$ cat src/rtl/rv_pkg.sv
// Shared core-wide widths and the write-back entry type.
// No logic; constants and types only.
// Consumers import with rv_pkg::*.
package rv_pkg;

  localparam int XLEN      = 32;
  localparam int REG_IDX_W = 5;
  localparam int NUM_REGS  = 32;

  // One pending register-file write: destination index plus result.
  typedef struct packed {
    logic [REG_IDX_W-1:0] rd;
    logic [XLEN-1:0]      data;
  } wb_entry_t;

endpackage

$ cat src/rtl/wb_arbiter_if.sv
// Bundle of ALU/MUL-DIV/issue inputs and register-file/scoreboard outputs of the write-back arbiter.
// No logic; slave modport is the arbiter side, master modport is the driving side.
// md_valid/md_ready is the only stallable handshake; the ALU path has no backpressure.
interface wb_arbiter_if #(
  parameter int XLEN = rv_pkg::XLEN
) ();

  logic                               alu_valid;
  logic [rv_pkg::REG_IDX_W-1:0]       alu_rd;
  logic [XLEN-1:0]                    alu_data;

  logic                               md_valid;
  logic                               md_ready;
  logic [rv_pkg::REG_IDX_W-1:0]       md_rd;
  logic [XLEN-1:0]                    md_data;

  logic                               issue_valid;
  logic [rv_pkg::REG_IDX_W-1:0]       issue_rd;

  logic [rv_pkg::NUM_REGS-1:0]        busy;

  logic                               rf_write_enable;
  logic [rv_pkg::REG_IDX_W-1:0]       rf_rdi;
  logic [XLEN-1:0]                    rf_rd;

  modport slave (
    input  alu_valid, alu_rd, alu_data,
    input  md_valid, md_rd, md_data,
    input  issue_valid, issue_rd,
    output md_ready, busy,
    output rf_write_enable, rf_rdi, rf_rd
  );

  modport master (
    output alu_valid, alu_rd, alu_data,
    output md_valid, md_rd, md_data,
    output issue_valid, issue_rd,
    input  md_ready, busy,
    input  rf_write_enable, rf_rdi, rf_rd
  );

endinterface

$ cat src/rtl/wb_fifo.sv
// Small synchronous FIFO of wb_entry_t used to park MUL/DIV results while the write port is busy.
// Latency: a pushed entry is visible at head the cycle after the push edge.
// Backpressure: caller must respect full; a push on full is only taken when a pop happens on the same edge.
module wb_fifo import rv_pkg::*; #(
  parameter int DEPTH = 2
) (
  input  logic      clk,
  input  logic      rst,
  input  logic      push,
  input  wb_entry_t push_dat,
  input  logic      pop,
  output logic      full,
  output logic      empty,
  output wb_entry_t head
);

  // AW is at least 1 so a depth-1 FIFO still has a real index bit; the
  // occupancy compare against DEPTH keeps capacity exact.
  localparam int             AW        = (DEPTH > 1) ? $clog2(DEPTH) : 1;
  localparam int             SLOTS     = 1 << AW;
  localparam logic [AW:0]    DEPTH_CNT = (AW+1)'(DEPTH);

  wb_entry_t   mem_q [SLOTS];
  wb_entry_t   mem_d [SLOTS];
  logic [AW:0] wr_ptr_q, wr_ptr_d;
  logic [AW:0] rd_ptr_q, rd_ptr_d;
  logic        do_push;
  logic        do_pop;

  assign empty   = (wr_ptr_q == rd_ptr_q);
  assign full    = ((wr_ptr_q - rd_ptr_q) == DEPTH_CNT);
  assign head    = mem_q[rd_ptr_q[AW-1:0]];
  assign do_pop  = pop && !empty;
  assign do_push = push && (!full || do_pop);

  // Next pointer values and storage write.
  always_comb begin
    wr_ptr_d = wr_ptr_q;
    rd_ptr_d = rd_ptr_q;
    mem_d    = mem_q;
    if (do_push) begin
      mem_d[wr_ptr_q[AW-1:0]] = push_dat;
      wr_ptr_d                = wr_ptr_q + 1'b1;
    end
    if (do_pop) begin
      rd_ptr_d = rd_ptr_q + 1'b1;
    end
  end

  // Pointer registers; reset empties the FIFO.
  always_ff @(posedge clk) begin
    if (rst) begin
      wr_ptr_q <= '0;
      rd_ptr_q <= '0;
    end else begin
      wr_ptr_q <= wr_ptr_d;
      rd_ptr_q <= rd_ptr_d;
    end
  end

  // Storage needs no reset: it is only read when non-empty.
  always_ff @(posedge clk) begin
    mem_q <= mem_d;
  end

endmodule

$ cat src/rtl/wb_arbiter.sv
// Merges ALU and MUL/DIV results onto the single register-file write port and tracks outstanding MUL/DIV destinations.
// Latency: 1 cycle for ALU and bypassed MUL/DIV; buffered MUL/DIV waits for ALU-free cycles in FIFO order.
// Backpressure: md_ready drops only when the FIFO is full (or in reset); ALU results are never stalled.
module wb_arbiter #(
  parameter int XLEN       = rv_pkg::XLEN,
  parameter int FIFO_DEPTH = 2
) (
  input  logic          clk,
  input  logic          rst,
  wb_arbiter_if.slave   bus
);

  import rv_pkg::*;

  logic                  fifo_full;
  logic                  fifo_empty;
  logic                  fifo_push;
  logic                  fifo_pop;
  wb_entry_t             fifo_head;
  wb_entry_t             md_entry;
  logic                  md_ready;
  logic                  md_fire;

  logic                  rf_write_enable_q, rf_write_enable_d;
  logic [REG_IDX_W-1:0]  rf_rdi_q, rf_rdi_d;
  logic [XLEN-1:0]       rf_rd_q, rf_rd_d;
  logic [NUM_REGS-1:0]   busy_q, busy_d;

  logic                  clr_vld;
  logic [REG_IDX_W-1:0]  clr_idx;

  // Ready depends only on FIFO state so a producer can never see it toggle
  // with its own valid or with ALU traffic.
  assign md_ready      = !rst && !fifo_full;
  assign md_fire       = bus.md_valid && md_ready;
  assign md_entry.rd   = bus.md_rd;
  assign md_entry.data = bus.md_data;

  wb_fifo #(
    .DEPTH (FIFO_DEPTH)
  ) u_fifo (
    .clk      (clk),
    .rst      (rst),
    .push     (fifo_push),
    .push_dat (md_entry),
    .pop      (fifo_pop),
    .full     (fifo_full),
    .empty    (fifo_empty),
    .head     (fifo_head)
  );

  // Source select: ALU first, then oldest buffered MUL/DIV, then direct bypass.
  always_comb begin
    rf_write_enable_d = 1'b0;
    rf_rdi_d          = rf_rdi_q;
    rf_rd_d           = rf_rd_q;
    fifo_push         = 1'b0;
    fifo_pop          = 1'b0;
    clr_vld           = 1'b0;
    clr_idx           = '0;
    if (bus.alu_valid) begin
      rf_write_enable_d = (bus.alu_rd != '0);
      rf_rdi_d          = bus.alu_rd;
      rf_rd_d           = bus.alu_data;
      fifo_push         = md_fire;
    end else if (!fifo_empty) begin
      rf_write_enable_d = (fifo_head.rd != '0);
      rf_rdi_d          = fifo_head.rd;
      rf_rd_d           = fifo_head.data;
      fifo_pop          = 1'b1;
      fifo_push         = md_fire;
      clr_vld           = 1'b1;
      clr_idx           = fifo_head.rd;
    end else if (md_fire) begin
      rf_write_enable_d = (md_entry.rd != '0);
      rf_rdi_d          = md_entry.rd;
      rf_rd_d           = md_entry.data;
      clr_vld           = 1'b1;
      clr_idx           = md_entry.rd;
    end
  end

  // Scoreboard update: clear on MUL/DIV write-back, then set on issue so a
  // same-edge set on the same index wins; x0 is never busy.
  always_comb begin
    busy_d = busy_q;
    if (clr_vld) begin
      busy_d[clr_idx] = 1'b0;
    end
    if (bus.issue_valid && (bus.issue_rd != '0)) begin
      busy_d[bus.issue_rd] = 1'b1;
    end
    busy_d[0] = 1'b0;
  end

  // Output register and scoreboard state.
  always_ff @(posedge clk) begin
    if (rst) begin
      rf_write_enable_q <= 1'b0;
      rf_rdi_q          <= '0;
      rf_rd_q           <= '0;
      busy_q            <= '0;
    end else begin
      rf_write_enable_q <= rf_write_enable_d;
      rf_rdi_q          <= rf_rdi_d;
      rf_rd_q           <= rf_rd_d;
      busy_q            <= busy_d;
    end
  end

  assign bus.md_ready        = md_ready;
  assign bus.busy            = busy_q;
  assign bus.rf_write_enable = rf_write_enable_q;
  assign bus.rf_rdi          = rf_rdi_q;
  assign bus.rf_rd           = rf_rd_q;

endmodule

$ cat src/flat_wrapper.sv
// flat-port wrapper written by rule: the top's interface ports become plain ports
module wb_arbiter_flat import rv_pkg::*;
#(
  parameter int XLEN       = rv_pkg::XLEN,
  parameter int FIFO_DEPTH = 2
)
  (clk, rst, bus_alu_valid, bus_alu_rd, bus_alu_data, bus_md_valid, bus_md_rd, bus_md_data, bus_issue_valid, bus_issue_rd, bus_md_ready, bus_busy, bus_rf_write_enable, bus_rf_rdi, bus_rf_rd);
  wb_arbiter_if #(.XLEN(XLEN)) bus_i ();
  input  logic clk;
  input  logic rst;
  input wire logic [$bits(bus_i.alu_valid)-1:0] bus_alu_valid;
  input wire logic [$bits(bus_i.alu_rd)-1:0] bus_alu_rd;
  input wire logic [$bits(bus_i.alu_data)-1:0] bus_alu_data;
  input wire logic [$bits(bus_i.md_valid)-1:0] bus_md_valid;
  input wire logic [$bits(bus_i.md_rd)-1:0] bus_md_rd;
  input wire logic [$bits(bus_i.md_data)-1:0] bus_md_data;
  input wire logic [$bits(bus_i.issue_valid)-1:0] bus_issue_valid;
  input wire logic [$bits(bus_i.issue_rd)-1:0] bus_issue_rd;
  output wire logic [$bits(bus_i.md_ready)-1:0] bus_md_ready;
  output wire logic [$bits(bus_i.busy)-1:0] bus_busy;
  output wire logic [$bits(bus_i.rf_write_enable)-1:0] bus_rf_write_enable;
  output wire logic [$bits(bus_i.rf_rdi)-1:0] bus_rf_rdi;
  output wire logic [$bits(bus_i.rf_rd)-1:0] bus_rf_rd;
  assign bus_i.alu_valid = bus_alu_valid;
  assign bus_i.alu_rd = bus_alu_rd;
  assign bus_i.alu_data = bus_alu_data;
  assign bus_i.md_valid = bus_md_valid;
  assign bus_i.md_rd = bus_md_rd;
  assign bus_i.md_data = bus_md_data;
  assign bus_i.issue_valid = bus_issue_valid;
  assign bus_i.issue_rd = bus_issue_rd;
  assign bus_md_ready = bus_i.md_ready;
  assign bus_busy = bus_i.busy;
  assign bus_rf_write_enable = bus_i.rf_write_enable;
  assign bus_rf_rdi = bus_i.rf_rdi;
  assign bus_rf_rd = bus_i.rf_rd;
  wb_arbiter #(.XLEN(XLEN), .FIFO_DEPTH(FIFO_DEPTH)) u_core (.clk(clk), .rst(rst), .bus(bus_i));
endmodule
$ cat config.mk
export PLATFORM = sky130hd
export DESIGN_NAME = wb_arbiter_flat
export DESIGN_NICKNAME = d
export VERILOG_FILES = /design/src/rtl/rv_pkg.sv /design/src/rtl/wb_arbiter_if.sv /design/src/rtl/wb_fifo.sv /design/src/rtl/wb_arbiter.sv /design/src/flat_wrapper.sv
export SDC_FILE = /design/constraint.sdc
export NUM_CORES = 1
export LEC_CHECK = 0
export BUFFER_PORTS_ARGS = -buffer_cell sky130_fd_sc_hd__buf_2
export CAP_MARGIN = 20
export CORE_MARGIN = 5
export CORE_UTILIZATION = 56
export CTS_BUF_LIST = sky130_fd_sc_hd__clkbuf_4
export CTS_CLUSTER_SIZE = 20
export DETAILED_ROUTE_END_ITERATION = 10
export PLACE_DENSITY_LB_ADDON = 0.25
export SLEW_MARGIN = 20
export SYNTH_ARGS = -nofsm -noshare
export SYNTH_HDL_FRONTEND = slang
export SYNTH_SLANG_ARGS = --single-unit
export TNS_END_PERCENT = 5
$ cat constraint.sdc
create_clock -name clk -period 5.2 [get_ports clk]
set_input_delay 0.26 -clock clk [delete_from_list [all_inputs] [get_ports clk]]
set_output_delay 0.26 -clock clk [all_outputs]
set_load 0.03 [all_outputs]
# ---- Word-level counts from Yosys, hierarchy flattened
# Index checks and enable logic that the tools add are counted.
dict set report totals {
  regBits 148
  latch_bits 0
  ram_bits 0
  rom_bits 0
  input_bits 84
  out_inout_bits 71
  wordCells 76
  n_memories 0
}
dict set report op_classes {
  n_addsub 3
  multipliers 0
  div 0
  n_lt_le_gt_ge 7
  eq_ne 3
  shifts 0
  mux 31
  bitwise_logic 5
  reduce_logical 16
}
# cell n
set op_table {}
lappend op_table {{two-way mux 32 bit} 5}
lappend op_table {{two-way mux 37 bit} 4}
lappend op_table {{bitwise mux 74 bit} 1}
lappend op_table {{demux 37 bit (select 1 bit)} 1}
lappend op_table {{AND 32 bit} 1}
lappend op_table {{NOT 32 bit} 1}
lappend op_table {{bitwise OR 32 bit} 1}
lappend op_table {{two-way mux 5 bit} 6}
lappend op_table {{nonzero test 5 bit} 4}
lappend op_table {{< comparator 5 x 6 -> 1 bit, second input constant} 2}
lappend op_table {{two-way mux 1 bit} 12}
lappend op_table {{demux 1 bit (select 5 bit)} 2}
lappend op_table {{>= comparator 5 x 1 -> 1 bit, second input constant} 2}
lappend op_table {{logical AND 1 bit} 8}
lappend op_table {{adder 2 x 1 -> 2 bit, second input constant} 2}
lappend op_table {{>= comparator 2 bit, second input constant} 2}
lappend op_table {{NOT 1 -> 2 bit} 2}
lappend op_table {{logical NOT 1 bit} 3}
lappend op_table {{inequality test 3 bit, second input constant} 1}
lappend op_table {{equality test 2 bit} 1}
lappend op_table {{equality test 2 bit, second input constant} 1}
lappend op_table {{< comparator 2 x 1 -> 1 bit, second input constant} 1}
lappend op_table {{subtractor 2 bit} 1}
lappend op_table {{logical OR 1 bit} 1}

# ---- Depth between registers and ports, before layout
dict set report logic_depth {
  ltp_word 17
  mapped_depth 8
  depth_no_buf 5
}

# ---- Modules after synthesis
# Synthesis repeated with hierarchy kept, for this count alone.
dict set report unflattened {
  cells_unflattened 588
  hier_area_um2 6470.0
}
# module instances cells_per_inst area_per_inst_um2
set by_module_without_submodules {}
lappend by_module_without_submodules {wb_arbiter 1 440 3548.4}
lappend by_module_without_submodules {wb_fifo 1 148 2921.6}

# ---- Worst setup path before layout
# OpenSTA, ideal clock, no wires.
dict set report synth_path {
  path_kind {input to register}
  startpoint {in bus_alu_valid}
  endpoint {reg u_core.u_fifo.mem_q[37] (netlist bit), enable pin}
  t_arrival_ps 3652
  t_required_ps 4723
  path_slack_ps 1070
  stages 5
  n_path_buf 3
  cell_sequence {buf_2 clkbuf_1 clkbuf_1 a21oi_1 nor3_1}
}
dict set report synth_via {
  elab_chain_cells 4
  word_cells_on_any_way 5
  classes_between {mux (2); reduce/logical (3)}
}
# element line_no
set synth_lines {}
lappend synth_lines {{from (decl)} flat_wrapper.sv:11} ;# input wire logic [$bits(bus_i.alu_valid)-1:0] bus_alu_valid;
lappend synth_lines {{two-way mux 1 bit} wb_arbiter.sv:61} ;# if (bus.alu_valid) begin
lappend synth_lines {{logical AND 1 bit} wb_fifo.sv:33} ;# assign do_pop = pop && !empty;
lappend synth_lines {{logical OR 1 bit} wb_fifo.sv:34} ;# assign do_push = push && (!full || do_pop);
lappend synth_lines {{logical AND 1 bit (*)} wb_fifo.sv:34}
lappend synth_lines {{to (signal assigned)} wb_fifo.sv:63} ;# mem_q <= mem_d;
lappend synth_lines {{to (decl)} wb_fifo.sv:23} ;# wb_entry_t mem_q [SLOTS];
# Every way passes the cells marked *; elsewhere a longest branch is shown, timed or not.
# A chain may end at the register's enable or synchronous reset.

# ---- Final worst setup path
dict set report layout_path {
  startpoint {reg u_core.u_fifo.rd_ptr_q[0]}
  endpoint {reg u_core.rf_rd_q[30] (netlist: u_core.bus.rf_rd[30])}
}
dict set report layout_via {
  elab_chain_cells 6
  word_cells_on_any_way 13
  classes_between {add/sub (1); eq/ne (3); mux (5); bitwise (1); reduce/logical (3)}
}
# element line_no
set layout_lines {}
lappend layout_lines {{from (decl)} wb_fifo.sv:26} ;# logic [AW:0] rd_ptr_q, rd_ptr_d;
lappend layout_lines {{from (signal assigned)} wb_fifo.sv:57} ;# rd_ptr_q <= rd_ptr_d;
lappend layout_lines {{subtractor 2 bit or NOT 1 -> 2 bit (tied branches)} {wb_fifo.sv:31, wb_fifo.sv:32}}
lappend layout_lines {{equality test 2 bit or two-way mux 37 bit (tied branches)} {wb_fifo.sv:31, wb_fifo.sv:32}}
lappend layout_lines {{logical NOT 1 bit or two-way mux 37 bit (tied branches)} {wb_arbiter.sv:34, wb_fifo.sv:32}}
lappend layout_lines {{logical AND 1 bit or two-way mux 37 bit (tied branches)} {wb_arbiter.sv:34, wb_fifo.sv:32}}
lappend layout_lines {{logical AND 1 bit or two-way mux 32 bit (tied branches)} {wb_arbiter.sv:35, wb_arbiter.sv:66}}
lappend layout_lines {{inequality test 3 bit (no line) or two-way mux 32 bit (tied branches)} -}
lappend layout_lines {{to (signal assigned)} wb_arbiter.sv:106} ;# rf_rd_q <= rf_rd_d;
lappend layout_lines {{to (decl)} wb_arbiter.sv:26} ;# logic [XLEN-1:0] rf_rd_q, rf_rd_d;
# Parallel ways exist; a longest one is shown, timed or not. The select of a mux whose other input is x is not followed.

==> results.json <==
{
  "status": "completed",
  "slew_viol_final": 0,
  "seq_area_frac_synth": 0.5480,
  "cts_inserted_buffers": 17,
  "crit_required_ns": 5.68,
  "syn-cell-area_sq_um": 6721,
  "cts_tree": "built",
  "finalNonFillerCells": 981,
  "tightest_slew_ns": 1.032,
  "setup_viol": 0,
  "static-leakage-power_nw": 3.093,
  "cap_viol_max_count": 0,
  "syn_to_final_growth_pct": 25.45,
  "overflow": 0,
  "core_sq_um": 11910,
  "fin_setup_tns_ns": 0,
  "synth_edf_count": 74,
  "slowest_stage": "dfxtp_4",
  "die_height_um": 119.6,
  "synthesis.instances": 630,
  "die_x_um": 119.6,
  "cp.arrival_ns": 3.37,
  "path_class": "flop to flop",
  "synthTopCellsByArea": "edfxtp_1, dfxtp_1, a211oi_1, nor2_1, mux2i_1",
  "hpwl_um": 11110,
  "synthDistinctLibCells": 53,
  "final_cell_mix": "buf_2, nor2_1, a211oi_1",
  "wl_um": 17970,
  "fmax_mhz": 346.6,
  "placed_area_sq_um": 7512,
  "io_buffers": 153,
  "crit_path_max_incr_delay_ns": 0.97,
  "synth-seq-cells": 147,
  "synthFlopType": "edfxtp_1",
  "first_iter_violations": 584,
  "root_buffer": "clkbuf_4",
  "post_drt_wl_per_cell_um": 18.32,
  "crit_family": "flip-flops",
  "start_util": 0.5643,
  "layout-drive-gt1-share": 0.2590,
  "path_buf_inv": 1,
  "ir_drop_mv": 0.2269,
  "avgSynthCellArea_sq_um": 10.67,
  "path_clk_slew_ns": 0.12,
  "drcViolationCount": 0,
  "hp-class": "primary input to flop",
  "setup_slack_ns": 2.315,
  "final_common_cell": "buf_2",
  "r2r-start": "u_core.u_fifo.rd_ptr_q[0]$_SDFFE_PP0P_",
  "grt_pass1_wl_um": 28650,
  "gp_congestion": 0.8838,
  "synth_nets": 714,
  "viasPerCell": 5.982,
  "synth-async-reset-ratio": 0,
  "post-place-cells": 888,
  "fin_area_sq_um": 8432,
  "clk_latency_ns": 0.56,
  "yosysTopAreaCell": "edfxtp_1",
  "grt_max_degree": 98,
  "post_cts_buffers": 0,
  "cp_max_fo": 56,
  "htreeDepth": 4,
  "fin_skew_ns": 0.01263,
  "place_ws_ns": 2.060,
  "clock_path_buffers": 2,
  "worst_setup_path_end_kind": "flop",
  "ff_latch_area_sq_um": 3687,
  "die_area_sq_um": 14290,
  "vias": 5868,
  "hold_viol": 0,
  "clkSinkCount": 147,
  "multi_input_area_sq_um": 2824,
  "hold_start": "bus_alu_data[18]",
  "diodes": 0,
  "nets": 905,
  "grt_antenna_before_repair": 0,
  "min_period_ns": 2.885,
  "rsz0062_at_grt": "no",
  "synth_warnings": 0,
  "max_slew_margin": 0.3118,
  "grt_pass1_vias": 5677,
  "min_period_over_period": 0.5548,
  "yosysTopAreaCellShare": 0.3306,
  "track_usage": 0.2502,
  "core.rowCount": 40,
  "power_density_nw_per_um2": 331.4,
  "final_antenna_net_count": 0,
  "ios": 155,
  "start_kind": "flop",
  "startpoint": "u_core.u_fifo.rd_ptr_q[0]$_SDFFE_PP0P_",
  "nFillCells": 884,
  "cp_cell_sequence": "xnor2_2, nand2_4, nor3_4, buf_4, a211oi_1, nor3_1",
  "drt_first_pass_iters": 5
}
-- flip-flops by register name (all words and copies together), names as in the netlist --
name and cells:
u_core.u_fifo.rd_ptr_q 2, u_core.bus.rf_rd 32, u_core.u_fifo.wr_ptr_q 2, u_core.u_fifo.mem_q 74, u_core.bus.busy 31, u_core.bus.rf_write_enable 1
u_core.bus.rf_rdi 5
-- per-layer routing --
layer  wire [um]  GRT usage
met1        7697     0.3233
met2        8510     0.4057
met3        1436    0.06645
met4         325    0.09377
met5           0          0
-- stage by stage --
step,util,hold WS [ns],power (mW)
2_1_floorplan,-,0.3589,1.881
3_3_place_gp,0.6307,0.4625,2.043
3_5_place_dp,0.6307,0.4644,2.060
4_1_cts,0.7024,0.003814,2.779
5_1_grt,0.7079,0.005007,2.927
6_report,0.7079,0.03106,2.794
-- layout make-up --
| class | count | share of cell area |
|---|---|---|
| multi-input cells | 433 | 0.3349 |
| repair buffers | 219 | 0.1721 |
| flip-flops and latches | 147 | 0.4373 |
| clock inverters | 14 | 0.01647 |
| well taps | 147 | 0.02181 |
| clock buffers | 18 | 0.01603 |
| inverters | 3 | 0.001336 |
-- logic make-up (layout without fill, tap and decap cells) --
kind of cell / after synthesis / count (layout) / share of synthesized area
AND/OR/NAND/NOR: 234 / 234 / 0.1601
XOR/XNOR: 7 / 7 / 0.01247
other: 1 / 1 / 0.0005579
buffers and inverters: 50 / 254 / 0.03909
multiplexers: 35 / 35 / 0.05231
AO/OA/AOI/OAI: 156 / 156 / 0.1875
flip-flops: 147 / 147 / 0.5480
-- timing repair --
action | in CTS | in global routing
gates resized for setup | 0 | 0
hold buffers | 58 | 1
endpoints found under the hold margin | 93 | 1
-- tightest hold or removal path, delay by kind of cell --
family          cells  cell delay [ns]
compound gates      1             0.06
simple gates        1             0.15
buf+inv             1             0.08
-- final timing paths --
path,cells past startpoint,endpoint,slack (ns)
setup / recovery,6,u_core.bus.rf_rd[30]$_SDFFE_PP0P_,2.32
hold / removal,3,u_core.bus.rf_rd[18]$_SDFFE_PP0P_,0.03
setup reg to reg,6,u_core.bus.rf_rd[30]$_SDFFE_PP0P_,2.32
hold reg to reg,2,u_core.bus.rf_rdi[3]$_SDFFE_PP0P_,0.48
-- Yosys cell counts, drive strengths merged (4+ instances only) --
master,n
nand2,16
edfxtp,74
nor2,135
a221oi,20
buf,27
nand2b,5
a21oi,7
nor3,46
mux2i,34
clkbuf,20
dfxtp,73
nand3b,9
nand3,4
a211oi,101
xnor2,4
-- where the power goes --
| part | total (mW) | leakage (nW) | switching [mW] | internal, mW |
|---|---|---|---|---|
| Combinational | 0.733 | 1.68 | 0.454 | 0.279 |
| Sequential | 1.36 | 1.27 | 0.0731 | 1.29 |
| Clock | 0.697 | 0.141 | 0.411 | 0.286 |
Note: power is estimated with default switching activity, not from simulation.
